File: src/rtl/pipeline_ctrl.sv
// Pipeline hazard controller: load-use interlock, multi-cycle MDU stall
// sequencing, deferred IF/ID flush and a saturating stall-cycle counter.
module pipeline_ctrl (
    input  logic        clk,
    input  logic        rst,
    input  logic        id_reg_read_en_1,
    input  logic [4:0]  id_reg_addr_1,
    input  logic        id_reg_read_en_2,
    input  logic [4:0]  id_reg_addr_2,
    input  logic        ex_mem_read,
    input  logic [4:0]  ex_write_reg_addr,
    input  logic        mdu_start,
    input  logic [5:0]  mdu_latency,
    input  logic        flush_req,
    output logic [5:0]  stall,
    output logic        bubble_id_ex,
    output logic        flush_if_id,
    output logic        busy,
    output logic [31:0] stall_cycles
);

    typedef enum logic {
        RUN      = 1'b0,
        MDU_BUSY = 1'b1
    } state_t;

    // Hold patterns: {wb,mem,ex,id,if,pc}
    localparam logic [5:0] STALL_MDU = 6'b001111;
    localparam logic [5:0] STALL_LU  = 6'b000111;

    state_t      state;
    logic [5:0]  cnt;
    logic        pend_flush;
    logic        load_use;
    logic        mdu_go;

    // Consumer in ID reads the register a load in EX has not produced yet
    assign load_use = ex_mem_read && (ex_write_reg_addr != 5'd0) &&
                      ((id_reg_read_en_1 && (id_reg_addr_1 == ex_write_reg_addr)) ||
                       (id_reg_read_en_2 && (id_reg_addr_2 == ex_write_reg_addr)));

    // Only ops needing at least two EX cycles start a stall sequence
    assign mdu_go = (state == RUN) && mdu_start && (mdu_latency >= 6'd2);

    // Combinational hazard outputs; the MDU start outranks a load-use hazard
    always_comb begin
        stall        = '0;
        bubble_id_ex = 1'b0;
        flush_if_id  = 1'b0;
        if (!rst) begin
            case (state)
                RUN: begin
                    if (mdu_go) begin
                        stall = STALL_MDU;
                    end else if (load_use) begin
                        stall        = STALL_LU;
                        bubble_id_ex = 1'b1;
                    end
                end
                MDU_BUSY: begin
                    if (cnt != '0) begin
                        stall = STALL_MDU;
                    end
                end
                default: begin
                    stall = '0;
                end
            endcase
            flush_if_id = (stall == '0) && (flush_req || pend_flush);
        end
    end

    // MDU sequencer: cnt counts the remaining stalled cycles after the first
    always_ff @(posedge clk or posedge rst) begin
        if (rst) begin
            state <= RUN;
            cnt   <= '0;
            busy  <= 1'b0;
        end else begin
            case (state)
                RUN: begin
                    if (mdu_go) begin
                        cnt   <= mdu_latency - 6'd2;
                        state <= MDU_BUSY;
                        busy  <= 1'b1;
                    end
                end
                MDU_BUSY: begin
                    if (cnt != '0) begin
                        cnt <= cnt - 6'd1;
                    end else begin
                        state <= RUN;
                        busy  <= 1'b0;
                    end
                end
                default: begin
                    state <= RUN;
                    busy  <= 1'b0;
                end
            endcase
        end
    end

    // Flush requests seen while stalled collapse into one pending flush
    always_ff @(posedge clk or posedge rst) begin
        if (rst) begin
            pend_flush <= 1'b0;
        end else if (stall != '0) begin
            if (flush_req) begin
                pend_flush <= 1'b1;
            end
        end else begin
            pend_flush <= 1'b0;
        end
    end

    // Saturating count of cycles in which the PC is held
    always_ff @(posedge clk or posedge rst) begin
        if (rst) begin
            stall_cycles <= '0;
        end else if (stall[0] && (stall_cycles != '1)) begin
            stall_cycles <= stall_cycles + 32'd1;
        end
    end

endmodule

File: config.mk
export PLATFORM = sky130hd
export DESIGN_NAME = pipeline_ctrl
export DESIGN_NICKNAME = d
export VERILOG_FILES = /design/src/rtl/pipeline_ctrl.sv
export SDC_FILE = /design/constraint.sdc
export NUM_CORES = 1
export LEC_CHECK = 0
export ABC_AREA = 1
export BUFFER_PORTS_ARGS = -buffer_cell sky130_fd_sc_hd__buf_4
export CAP_MARGIN = 20
export CELL_PAD_IN_SITES_DETAIL_PLACEMENT = 1
export CELL_PAD_IN_SITES_GLOBAL_PLACEMENT = 1
export CORE_UTILIZATION = 41
export CTS_CLUSTER_DIAMETER = 150
export DETAILED_ROUTE_END_ITERATION = 12
export GPL_TIMING_DRIVEN = 0
export PLACE_DENSITY = 0.84
export SLEW_MARGIN = 20
export SYNTH_ARGS = -nofsm -noshare
export SYNTH_HDL_FRONTEND = slang
export SYNTH_SLANG_ARGS = --single-unit
File: constraint.sdc
create_clock -name clk -period 4.3 [get_ports clk]
set_input_delay 0.215 -clock clk [delete_from_list [all_inputs] [get_ports clk]]
set_output_delay 0.215 -clock clk [all_outputs]
set_load 0.05 [all_outputs]
Yosys cells after proc, flatten, opt, wreduce, memory -nomap -nowiden --
Index checks and enable logic that the tools add are counted.
Word-level totals: bits of input ports 28, output and inout port bits 41, logic and storage cells 55, memory bits (writable) 0, bits in read-only memories 0, register bits after elaboration 41, memories 0, bits in latches 0
Cells by class: shift operators 0, reduce and logical (&&, ||, !) cells 16, magnitude comparators 1, equal/unequal tests 7, add/sub/neg operators 3, multipliers 0, mux-type cells 22, divide/modulo/power cells 0, bitwise operators 1
Operator list (count):
- adder 32 x 1 -> 32 bit, second input constant | 1
- != test 32 bit, second input constant | 1
- 2-to-1 mux 6 bit | 4
- one-hot mux 6 bit (2 select lines) | 2
- nonzero test 6 bit | 2
- 2-to-1 mux 1 bit | 11
- equality test 5 bit | 2
- logical AND 1 bit | 8
- 2-to-1 mux 4 bit | 2
- >= comparator 6 x 2 -> 1 bit, second input constant | 1
- logical NOT 6 bit | 1
- != test 2 bit, second input constant | 3
- subtractor 6 x 1 -> 6 bit, second input constant | 1
- subtractor 6 x 2 -> 6 bit, second input constant | 1
- nonzero test 5 bit | 1
- one-hot mux 1 bit (2 select lines) | 2
- AND reduction 2 bit | 2
- 2-to-1 mux 3 bit | 1
- logical OR 1 bit | 2
- != test 2 x 1 -> 1 bit, second input constant | 1
- inverter 1 bit | 1

Longest topological paths before layout --
depth in word-level cells 11, depth in mapped cells 12, gate-level depth less buffers 11

Worst setup path before layout --
No wires, ideal clock.
kind in2out, start in ex_write_reg_addr[1], end out bubble_id_ex, data required time 4.085 ns, setup slack 1.980 ns, arrival time 2.105 ns, path buffers 0, cell stages on the path 8, cells stage by stage inv_1 -> nand2_1 -> nand2_1 -> nor2_1 -> nand3_1 -> nand2_1 -> nand2_1 -> nor4_1
Between the ends: cells in the longest elaborated chain, start to end 8, elaborated cells on any way between the ends 12, classes of those cells eq/ne (2); mux (4); reduce/logical (6)
Ends and longest elaborated chain:
- start, declared | line 11 | input logic [4:0] ex_write_reg_addr,
- equality test 5 bit (on tied branches) | line 39, 40
- logical AND 1 bit (on tied branches) | line 39, 40
- logical OR 1 bit | line 39 | ((id_reg_read_en_1 && (id_reg_addr_1 == ex_write_reg_addr)) ||
- logical AND 1 bit (*) | line 38 | assign load_use = ex_mem_read && (ex_write_reg_addr != 5'd0) &&
- 2-to-1 mux 1 bit (*) | line 55 | end else if (load_use) begin
- 2-to-1 mux 1 bit (*) | line 53 | if (mdu_go) begin
- 2-to-1 mux 1 bit (*) | line 51 | case (state)
- 2-to-1 mux 1 bit (*) | line 50 | if (!rst) begin
- end, declared | line 16 | output logic bubble_id_ex,
Every way passes the cells marked *; elsewhere a longest branch is shown, timed or not.

Worst setup path after layout --
start reg cnt[0], end out flush_if_id
Between the ends: cells in the longest elaborated chain, start to end 7
Ends and longest elaborated chain:
- start, declared | line 32 | logic [5:0] cnt;
- start signal, assigned | line 83 | cnt <= mdu_latency - 6'd2;
- start signal, assigned | line 90 | cnt <= cnt - 6'd1;
- nonzero test 6 bit | line 61 | if (cnt != '0) begin
- 2-to-1 mux 4 bit | line 61
- one-hot mux 6 bit (2 select lines) | line 51
- 2-to-1 mux 6 bit | line 50
- logical NOT 6 bit | line 69 | flush_if_id = (stall == '0) && (flush_req || pend_flush);
- logical AND 1 bit | line 69
- 2-to-1 mux 1 bit | line 50
- end, declared | line 17 | output logic flush_if_id,
Every way passes these cells. The select of a mux whose other input is x is not followed.

==> summary.txt <==
Run status
  • Result of the run: complete, no violations

Finish
  • Final Cell Area: 3841 sq um
  • Number of inserted filler cells in the final layout: ~1000
  • Final nets: approximately 570
  • Fraction of layout cells with a size suffix above 1: about a fifth
  • Antenna cells: 0
  • Layout Area Growth over Synthesis: 22.65%
  • Area taken by flip-flops and latches: 1026 sq um
  • Multi-input gate area in the final layout: about 1800 sq um

Min path
  • Hold depth: 3
  • Worst hold path type: input pin to flop

Logic synthesis
  • Adder-cell share of the synthesized area: roughly 1.6%
  • Main synth FF type: dfrtp_1
  • Area contributors post-synth: dfrtp_1, nand2_1, nand4_1
  • Synth Instances: 468
  • Flip-flop and latch count after synthesis: between 40 and 50
  • Post-synthesis compound-gate area fraction: under 10%
  • Async S/R FF share, synth: 100.0%
  • XOR/XNOR share of the synthesized area: under 10%
  • Number of distinct library cell variants in the gate-level netlist after synthesis: 34
  • Largest family of logic cells by synthesized area: simple AND/OR/NAND/NOR gates
  • Synth top area share: 32.76%
  • Syn Std Cell Area: 3132 sq um
  • Sequential-to-total area share from yosys stat: between 30% and 40%
  • Yosys Warn Count: 0
  • Area share of and/or/nand/nor cells after synthesis: between 40 and 50%
  • Share of cell area taken by muxes after synthesis: 0%
  • Number of flops mapped to enable cells by yosys: 0
  • Post-synthesis average cell area: ~6.7 sq um
  • Area leader, netlist: dfrtp_1

Global route
  • Leftover overflow at the end of global routing: 0
  • Global routing usage summed across all routing layers: 25.39%
  • Largest net degree at the start of global routing: approximately 50
  • First-pass GRT wire length: 15640 um
  • Initial antenna violation count: 0
  • Global routing usage on met1: around a third
  • Vias in the first global route: between 3000 and 4000
  • Routing layer with the top usage in global route: met2
  • Met3 demand-to-capacity share in global routing: about 3.1%
  • Met2 Usage GRT: 44.00%

Power
  • Leakage power of the design: about 2 nW
  • Worst vdd ir: 273.2 uV
  • Areal power density over the cells: between 300 and 400 nW/um^2

Timing
  • Final clock skew: 6.717 ps
  • Crit path time final: ~2400 ps
  • Count of final max-slew check failures: 0
  • Ratio of final minimum period to clock period: 54.85%
  • Setup Total Neg Slack: 0 ps
  • Total of endpoints with negative setup slack in the final report: 0
  • Slew at the pin closest to its max-slew limit: ~660 ps
  • Max Fclk: about 0.42 GHz
  • Hold slack: between 200 and 250 ps
  • Hold violation count in the final report: 0
  • Unrepaired setup endpoints after global routing: no
  • Worst rel slew slack: between 50% and 60%

Die
  • Floorplan die area: 7992 sq um
  • Die boundary height: just under 90 um
  • IO Pins: 69
  • Die width: around 90 um
  • Initial Utilization: a little over two fifths
  • Placeable core region: roughly 7300 sq um
  • Number of placement rows: 31

Detailed routing
  • Total via count after detailed routing: approximately 3300
  • Remaining design rule violation count: 0
  • Violation count after the first detailed-route iteration: 127
  • Router iterations before antenna repair: 4
  • Average vias per placed instance: ~5.2
  • Antenna viol nets, final: 0
  • Final wirelength: 9698 um
  • Routed WL per cell: 15.11 um

Placed design
  • Placed wire-length estimate: 7768 um
  • Final Wtd Congestion: ~0.91
  • Port Buffer Count: 66
  • Area after DPL: roughly 3800 sq um

Clock network
  • Cells resized by post-CTS repair: 0
  • Latest clock arrival within the worst-skew pair: around 300 ps
  • Hold-fix buffers, CTS: 0
  • Buffers inserted by post-CTS timing repair: 0
  • Clock transition at the register clock pins on the worst setup and hold paths after CTS: 90 ps
  • Clock tree sinks: a little over 40
  • Number of buffers on the longest clock path: 2
  • Number of buffers inserted during clock tree synthesis: 5
  • H-tree levels: 2
  • Clock tree from TritonCTS: yes
  • Buffer cell driving the clock tree root: clkbuf_8

Critical path
  • Data arrival time of the worst path: roughly 2100 ps
  • Worst EP required: around 4100 ps
  • Crit start category: flop
  • Nature of the critical path endpoint: output pin
  • FF-to-FF path depth: 9
  • Worst-path maximum fanout: 10
  • Crit Path Class: flop to output pin

Job
  • Total of max-cap violations: 0
==> path summary, 6_finish.rpt <==
kind / start / to / slack, ps
max in group asynchronous: rst / stall_cycles[1] / 3520
hold reg to reg: busy / busy / 510
min in group asynchronous: rst / stall_cycles[26] / 320
hold / removal: flush_req / pend_flush / 230
setup / recovery: cnt[0] / flush_if_id / 1940
setup reg to reg: stall_cycles[0] / stall_cycles[4] / 2070
==> sequential cells by signal, indices dropped and copies added, names as in the netlist <==
signal        cells
pend_flush        1
stall_cycles     32
cnt               6
state             1
busy              1
==> cells by family after synthesis <==
| group | after synthesis |
|---|---|
| xor gates and xnor gates | 23 |
| AOI/OAI and AO/OA | 20 |
| other | 1 |
| DFF | 41 |
| and+or+nand+nor | 314 |
| adders and majority gates | 4 |
| buffers and inverters | 65 |
==> power breakdown <==
| group | switching [W] | total (W) | internal (W) |
|---|---|---|---|
| Clock | 0.000142 | 0.000255 | 0.000113 |
| Sequential | 0.0000706 | 0.000519 | 0.000449 |
| Combinational | 0.000397 | 0.000599 | 0.000203 |
| Total | 0.000609 | 0.00137 | 0.000764 |
==> critical path, stage by stage (launching register included) <==
cell and delay (ps):
dfrtp_1 390, inv_1 150, ha_1 170, nand3_1 90, nor2_1 380, a21oi_4 120, buf_2 220, nor2_1 120
buf_4 220
==> layer usage <==
layer  part of all wire, %  wire [um]  up-vias
met5                     0          0        -
met4                   1.2        121        0
met3                   3.1        300       15
met2                    48       4628       62
met1                    48       4647     1613
li1                      -          -     1652
==> stage by stage <==
step	total power, W	cells	utilization (%)	worst slack (ps)
final	0.001373	642	52.40	1941
after CTS	0.001384	642	52.40	1931
after floorplan	0.0009396	469	-	1980
after global placement	0.001102	634	51.22	1369
after detailed placement	0.001129	634	51.27	2078
after global routing	0.001459	642	52.40	1781
==> layout make-up <==
type	count	share of cell area (%)
clock inverters	2	0.2606
multi-input cells	363	46.84
plain buffers	19	3.681
clock buffers	6	1.889
inverters	46	4.495
well taps	99	3.225
flip-flops and latches	41	26.71
repair buffers	66	12.90
==> synthesized netlist by cell type (2+ instances only) <==
library cell    n
dfrtp_1        41
nand4_1        42
nand2_1       177
nand2_2         2
nand4_2         2
inv_1          41
nor3_1         10
clkbuf_1        4
o21ai_1         5
nand3_2         2
ha_1            4
nand3b_1        9
nor3_2          3
xor2_1         17
o21ai_0         8
buf_2           5
nor2_1         49
nor2_2          3
xnor2_1         6
nand3_1        12
a21oi_1         2
inv_2           4
buf_6           6
buf_4           4
==> cells in the final DEF, fill, tap and decap left out, types with 2 or more instances in the layout <==
master | synthesis | final
nand2_1 | 177 | 177
buf_4 | 4 | 70
nor2_1 | 49 | 49
nand4_1 | 42 | 42
inv_1 | 41 | 41
dfrtp_1 | 41 | 41
xor2_1 | 17 | 17
nand3_1 | 12 | 12
nor3_1 | 10 | 10
nand3b_1 | 9 | 9
o21ai_0 | 8 | 8
buf_6 | 6 | 6
xnor2_1 | 6 | 6
o21ai_1 | 5 | 5
buf_2 | 5 | 5
clkbuf_8 | 0 | 5
inv_2 | 4 | 4
clkbuf_1 | 4 | 4
ha_1 | 4 | 4
nor2_2 | 3 | 3
nor3_2 | 3 | 3
nand2_2 | 2 | 2
nand3_2 | 2 | 2
nand4_2 | 2 | 2
a21oi_1 | 2 | 2
conb_1 | 1 | 2
clkinv_2 | 0 | 2
(Power assumes the default switching activity.)
